==> config.mk <==
export PLATFORM = sky130hd
export DESIGN_NAME = load_store_unit
export DESIGN_NICKNAME = d
export VERILOG_FILES = /design/src/rtl/load_store_unit.sv
export SDC_FILE = /design/constraint.sdc
export NUM_CORES = 1
export LEC_CHECK = 0
export ABC_AREA = 1
export BUFFER_PORTS_ARGS = -buffer_cell sky130_fd_sc_hd__clkbuf_2
export CAP_MARGIN = 15
export CORE_MARGIN = 1.5
export CORE_UTILIZATION = 40
export CTS_BUF_LIST = sky130_fd_sc_hd__clkbuf_8
export DETAILED_ROUTE_END_ITERATION = 7
export HOLD_SLACK_MARGIN = 0.03
export PLACE_DENSITY_LB_ADDON = 0.08
export SLEW_MARGIN = 30
export SYNTH_ARGS = -nofsm -noshare
export SYNTH_HDL_FRONTEND = slang
export SYNTH_SLANG_ARGS = --single-unit
==> constraint.sdc <==
create_clock -name clk -period 2.3 [get_ports clk]
set_input_delay 0.69 -clock clk [delete_from_list [all_inputs] [get_ports clk]]
set_output_delay 0.69 -clock clk [all_outputs]
set_load 0.01 [all_outputs]
==> src/rtl/load_store_unit.sv <==
// rtl/load_store_unit.sv - load/store initiator for the byte-addressed data-memory port.
// One request in flight: IDLE accepts and classifies, ACCESS drives memory for one cycle, RESP holds the result.
module load_store_unit #(
  parameter int ADDR_WIDTH = 16
) (
  input  logic                  clk,
  input  logic                  rst,
  input  logic                  i_req_valid,
  output logic                  o_req_ready,
  input  logic                  i_req_store,
  input  logic [2:0]            i_req_funct3,
  input  logic [31:0]           i_req_addr,
  input  logic [31:0]           i_req_wdata,
  output logic                  o_resp_valid,
  input  logic                  i_resp_ready,
  output logic [31:0]           o_resp_data,
  output logic [1:0]            o_resp_err,
  output logic                  o_mem_ren,
  output logic                  o_mem_wen,
  output logic [2:0]            o_mem_funct3,
  output logic [ADDR_WIDTH-1:0] o_mem_addr,
  output logic [31:0]           o_mem_wdata,
  input  logic [31:0]           i_mem_rdata
);

  typedef enum logic [1:0] {
    S_IDLE   = 2'd0,
    S_ACCESS = 2'd1,
    S_RESP   = 2'd2
  } state_t;

  localparam logic [1:0] ERR_NONE  = 2'd0;
  localparam logic [1:0] ERR_ALIGN = 2'd1;
  localparam logic [1:0] ERR_FAULT = 2'd2;

  state_t                r_state;
  state_t                w_next;
  logic                  r_store;
  logic [2:0]            r_funct3;
  logic [ADDR_WIDTH-1:0] r_addr;
  logic [31:0]           r_wdata;
  logic [1:0]            r_err;

  logic                  w_accept;
  logic                  w_funct3_ok;
  logic                  w_misaligned;
  logic                  w_out_of_range;
  logic [1:0]            w_err;

  assign w_accept = (r_state == S_IDLE) && i_req_valid;

  // Illegal encodings and misalignment both report as err=1 and take precedence over range faults.
  always_comb begin
    w_funct3_ok = 1'b0;
    if (i_req_store) begin
      w_funct3_ok = (i_req_funct3 == 3'b000) || (i_req_funct3 == 3'b001) ||
                    (i_req_funct3 == 3'b010);
    end else begin
      w_funct3_ok = (i_req_funct3 == 3'b000) || (i_req_funct3 == 3'b001) ||
                    (i_req_funct3 == 3'b010) || (i_req_funct3 == 3'b100) ||
                    (i_req_funct3 == 3'b101);
    end
  end

  assign w_misaligned   = ((i_req_funct3[1:0] == 2'b01) && i_req_addr[0]) ||
                          ((i_req_funct3[1:0] == 2'b10) && (i_req_addr[1:0] != 2'b00));
  assign w_out_of_range = (i_req_addr >> ADDR_WIDTH) != 32'd0;

  always_comb begin
    w_err = ERR_NONE;
    if (!w_funct3_ok || w_misaligned) begin
      w_err = ERR_ALIGN;
    end else if (w_out_of_range) begin
      w_err = ERR_FAULT;
    end
  end

  always_ff @(posedge clk) begin
    if (rst) begin
      r_store  <= 1'b0;
      r_funct3 <= 3'd0;
      r_addr   <= '0;
      r_wdata  <= 32'd0;
      r_err    <= ERR_NONE;
    end else if (w_accept) begin
      r_store  <= i_req_store;
      r_funct3 <= i_req_funct3;
      r_addr   <= i_req_addr[ADDR_WIDTH-1:0];
      r_wdata  <= i_req_wdata;
      r_err    <= w_err;
    end
  end

  always_ff @(posedge clk) begin
    if (rst) begin
      r_state <= S_IDLE;
    end else begin
      r_state <= w_next;
    end
  end

  // Memory strobes exist only in ACCESS, so mem_rdata stays frozen while a response is held.
  always_comb begin
    w_next       = r_state;
    o_req_ready  = 1'b0;
    o_resp_valid = 1'b0;
    o_resp_data  = 32'd0;
    o_resp_err   = ERR_NONE;
    o_mem_ren    = 1'b0;
    o_mem_wen    = 1'b0;
    o_mem_funct3 = 3'd0;
    o_mem_addr   = '0;
    o_mem_wdata  = 32'd0;
    case (r_state)
      S_IDLE: begin
        o_req_ready = 1'b1;
        if (i_req_valid) begin
          w_next = (w_err != ERR_NONE) ? S_RESP : S_ACCESS;
        end
      end
      S_ACCESS: begin
        o_mem_ren    = ~r_store;
        o_mem_wen    = r_store & ~rst;
        o_mem_funct3 = r_funct3;
        o_mem_addr   = r_addr;
        o_mem_wdata  = r_wdata;
        w_next       = S_RESP;
      end
      S_RESP: begin
        o_resp_valid = 1'b1;
        o_resp_err   = r_err;
        if ((r_err == ERR_NONE) && !r_store) begin
          o_resp_data = i_mem_rdata;
        end
        if (i_resp_ready) begin
          w_next = S_IDLE;
        end
      end
      default: begin
        w_next = S_IDLE;
      end
    endcase
  end

endmodule
==> summary.md <==
| Metric | Value |
|---|---|
| IO Port Bufs | `between 150 and 200` |
| Tcrit/Tclk final | `93.7%` |
| Initial antenna violation count | `0` |
| Crit path to | `o_mem_funct3[2]` |
| Worst reg2reg startpoint | `r_state[0]` |
| DR vias/cell | `approximately 4.5` |
| Die area | `~7000 µm²` |
| Std-Cell Core Area | `approximately 6400 µm²` |
| Worst Setup Start Kind | `flop` |
| Post-layout util | `about three fifths` |
| Critical Path Fanout Max | `17` |
| Endpoints failing hold | `0` |
| Clock Root Buffer | `clkbuf_8` |
| Final min period | `2.15 ns` |
| Leakage | `roughly 2 nW` |
| N_diodes | `0` |
| R2R Path End | `r_addr[15]` |
| # H-tree levels | `2` |
| Critical path class | `flop to output pin` |
| Final setup TNS | `0 ns` |
| Critical Path RT | `roughly 1.6 ns` |
| Post-route ant nets | `0` |
| Count of different cell masters after synthesis | `19` |
| # Max-Cap Violations | `0` |
| Syn nets | `510` |
| Share of post-route cells with drive strength above 1 | `between 30% and 40%` |
| Vias | `between 3k and 4k` |
| Worst R2R Path Depth | `5` |
| Post-synthesis sequential area ratio | `approximately 42%` |
| Ys Warns | `0` |
| RSZ-0062 raised after global routing | `no` |
| First-pass GRT wire length | `roughly 11000 µm` |
| Number of DRC markers in iteration 0 | `97` |
| Max Buffers Root-to-Sink | `2` |
| Final max-slew violation count | `0` |
| Row count | `29` |
| DP Wirelength | `between 5000 and 6000 µm` |
| Area growth, synth to finish | `41.6%` |
| Vias in the first global route | `~2.5k` |
| First drt pass iteration count | `5` |
| #FFs+latches synth | `56` |
| Initial Util | `between 40 and 50%` |
| DRC Markers | `0` |
| Final net count | `slightly below 700` |
| Pin count of the biggest net entering global routing | `just over 50` |
| Die Width | `approximately 84 µm` |
| Worst Clk Skew | `approximately 0.0076 ns` |
| Peak supply drop | `around 0.00036 V` |
| Critical path capture point type | `output pin` |
| Worst Max-Slew Pin Slew | `a little over 0.4 ns` |
| Area taken by multi-input logic gates | `between 1000 and 1500 µm²` |
| PwrDens | `around 540 nW/µm²` |
| Worst EP arrival | `1.46 ns` |
| GRT Total Usage | `19.3%` |
| Netlist Area Pre-Place | `~2700 µm²` |
| TritonCTS clock tree | `done` |
| I/O pin cnt | `193` |
| Status | `finished clean` |
| Mapped Avg Cell Area | `around 6.5 µm²` |
| Die height | `roughly 84 µm` |
| CP startpoint | `r_state[0]` |
| # setup viols final | `0` |
| Clock slew at reported path FFs | `~0.090 ns` |
| Worst hold path class | `flop to flop` |
| Hold path cells | `2` |
| Routability Congestion | `0.777` |
| Slew margin rel. | `72.7%` |
| Final Routed Wirelength | `around 7300 µm` |
| Total grt overflow | `0` |
| Fmax | `between 400 and 500 MHz` |
| Mapped Cells | `406` |
| R2R Setup Slk | `0.85 ns` |
| Fill cells | `640` |
| Tot Pwr | `0.00202 W` |
| Register area | `approximately 1100 µm²` |
| Total CTS buffers | `5` |
| Worst-skew pair later-pin latency | `just over 0.3 ns` |
| Routed WL per cell | `10.9 µm` |
| Clock tree sinks | `56` |
cells by family after synthesis:
kind of cell    Yosys count  synth area share, %
simple gates            154                 23.0
compound gates          108                 20.5
buf+inv                  88                 14.3
flops                    56                 42.2
what timing repair did:
action                                  in CTS  in global routing
hold buffers                                 0                  0
setup buffers                                0                  1
resized for setup                            0                  2
endpoints found under the setup margin       0                 43
registers in the layout, summed over array words and instances, names as in the netlist:
name and cells:
r_wdata 32, r_err 2, r_funct3 3, r_state 2, r_addr 16, r_store 1
final cells by class:
type	count	area share [%]
well taps	77	2.56
clock buffers	6	2.19
inverters	61	6.09
clock inverters	2	0.366
multi-input cells	262	30.9
repair buffers	201	28.1
flip-flops and latches	56	29.8
report_power, final:
part,total [W],switching [W],internal (W)
clock network,0.000564,0.000317,0.000247
registers,0.00107,0.0000195,0.00105
logic,0.000391,0.000226,0.000164
total,0.00202,0.000563,0.00146
worst max-delay path, cell delays in order, from the launching register on:
cell	delay, ns
dfxtp_1	0.50
nand2_4	0.18
buf_4	0.23
nor2_1	0.11
clkbuf_2	0.14
Yosys cell counts:
library cell,instances,share of area (%)
nor2_4,2,0.85
nor2_1,99,14
nand2_4,1,0.42
buf_6,3,1.3
buf_2,13,2.4
buf_4,3,0.85
a21oi_1,54,10
o21ai_1,1,0.19
nand2_1,46,6.5
inv_2,1,0.14
clkbuf_1,7,0.99
o21ai_0,52,9.8
nor3_1,2,0.38
nand3b_1,1,0.28
nand3_1,3,0.57
buf_1,1,0.14
a21oi_2,1,0.33
inv_1,60,8.5
dfxtp_1,56,42
worst min path at each step:
stage                      startpoint          end
after floorplan            r_wdata[0]   r_wdata[0]
after global placement    r_wdata[29]  r_wdata[29]
after detailed placement    r_addr[2]    r_addr[2]
after CTS                   r_addr[2]    r_addr[2]
after global routing        r_addr[7]    r_addr[7]
final                     r_wdata[17]  r_wdata[17]
stage by stage:
stage               hold WS, ns  worst slack [ns]  instances  instance area [µm²]
finish                    0.455             0.146        665                 3760
floorplan                 0.430             0.608        406                 2660
CTS                       0.459           0.00439        664                 3750
global placement          0.440             0.401        656                 3650
detailed placement        0.444             0.349        656                 3650
global route              0.472           0.00742        665                 3760
layout by cell type (no fill, tap or decap):
cell / n
a21oi_2: 1
clkinv_2: 1
nor3_1: 2
o21ai_0: 52
nor2_1: 99
buf_4: 6
a21oi_1: 54
nand3b_1: 1
nand3_1: 3
dfxtp_1: 56
nor2_4: 2
buf_6: 1
clkbuf_2: 192
o21ai_1: 1
buf_12: 2
clkbuf_8: 6
nand2_4: 2
inv_2: 1
inv_1: 60
nand2_1: 45
inv_6: 1
layer usage:
metal | GRT usage, % | part of all wire, % | wire (µm) | up-vias
met3 | 5.21 | 7.4 | 541 | 11
met1 | 25.2 | 44 | 3190 | 1267
met4 | 5.87 | 1.5 | 109 | 0
met2 | 31.1 | 47 | 3430 | 112
li1 | - | - | - | 1612
met5 | 0 | 0 | 0 | -
(Power assumes the default switching activity.)
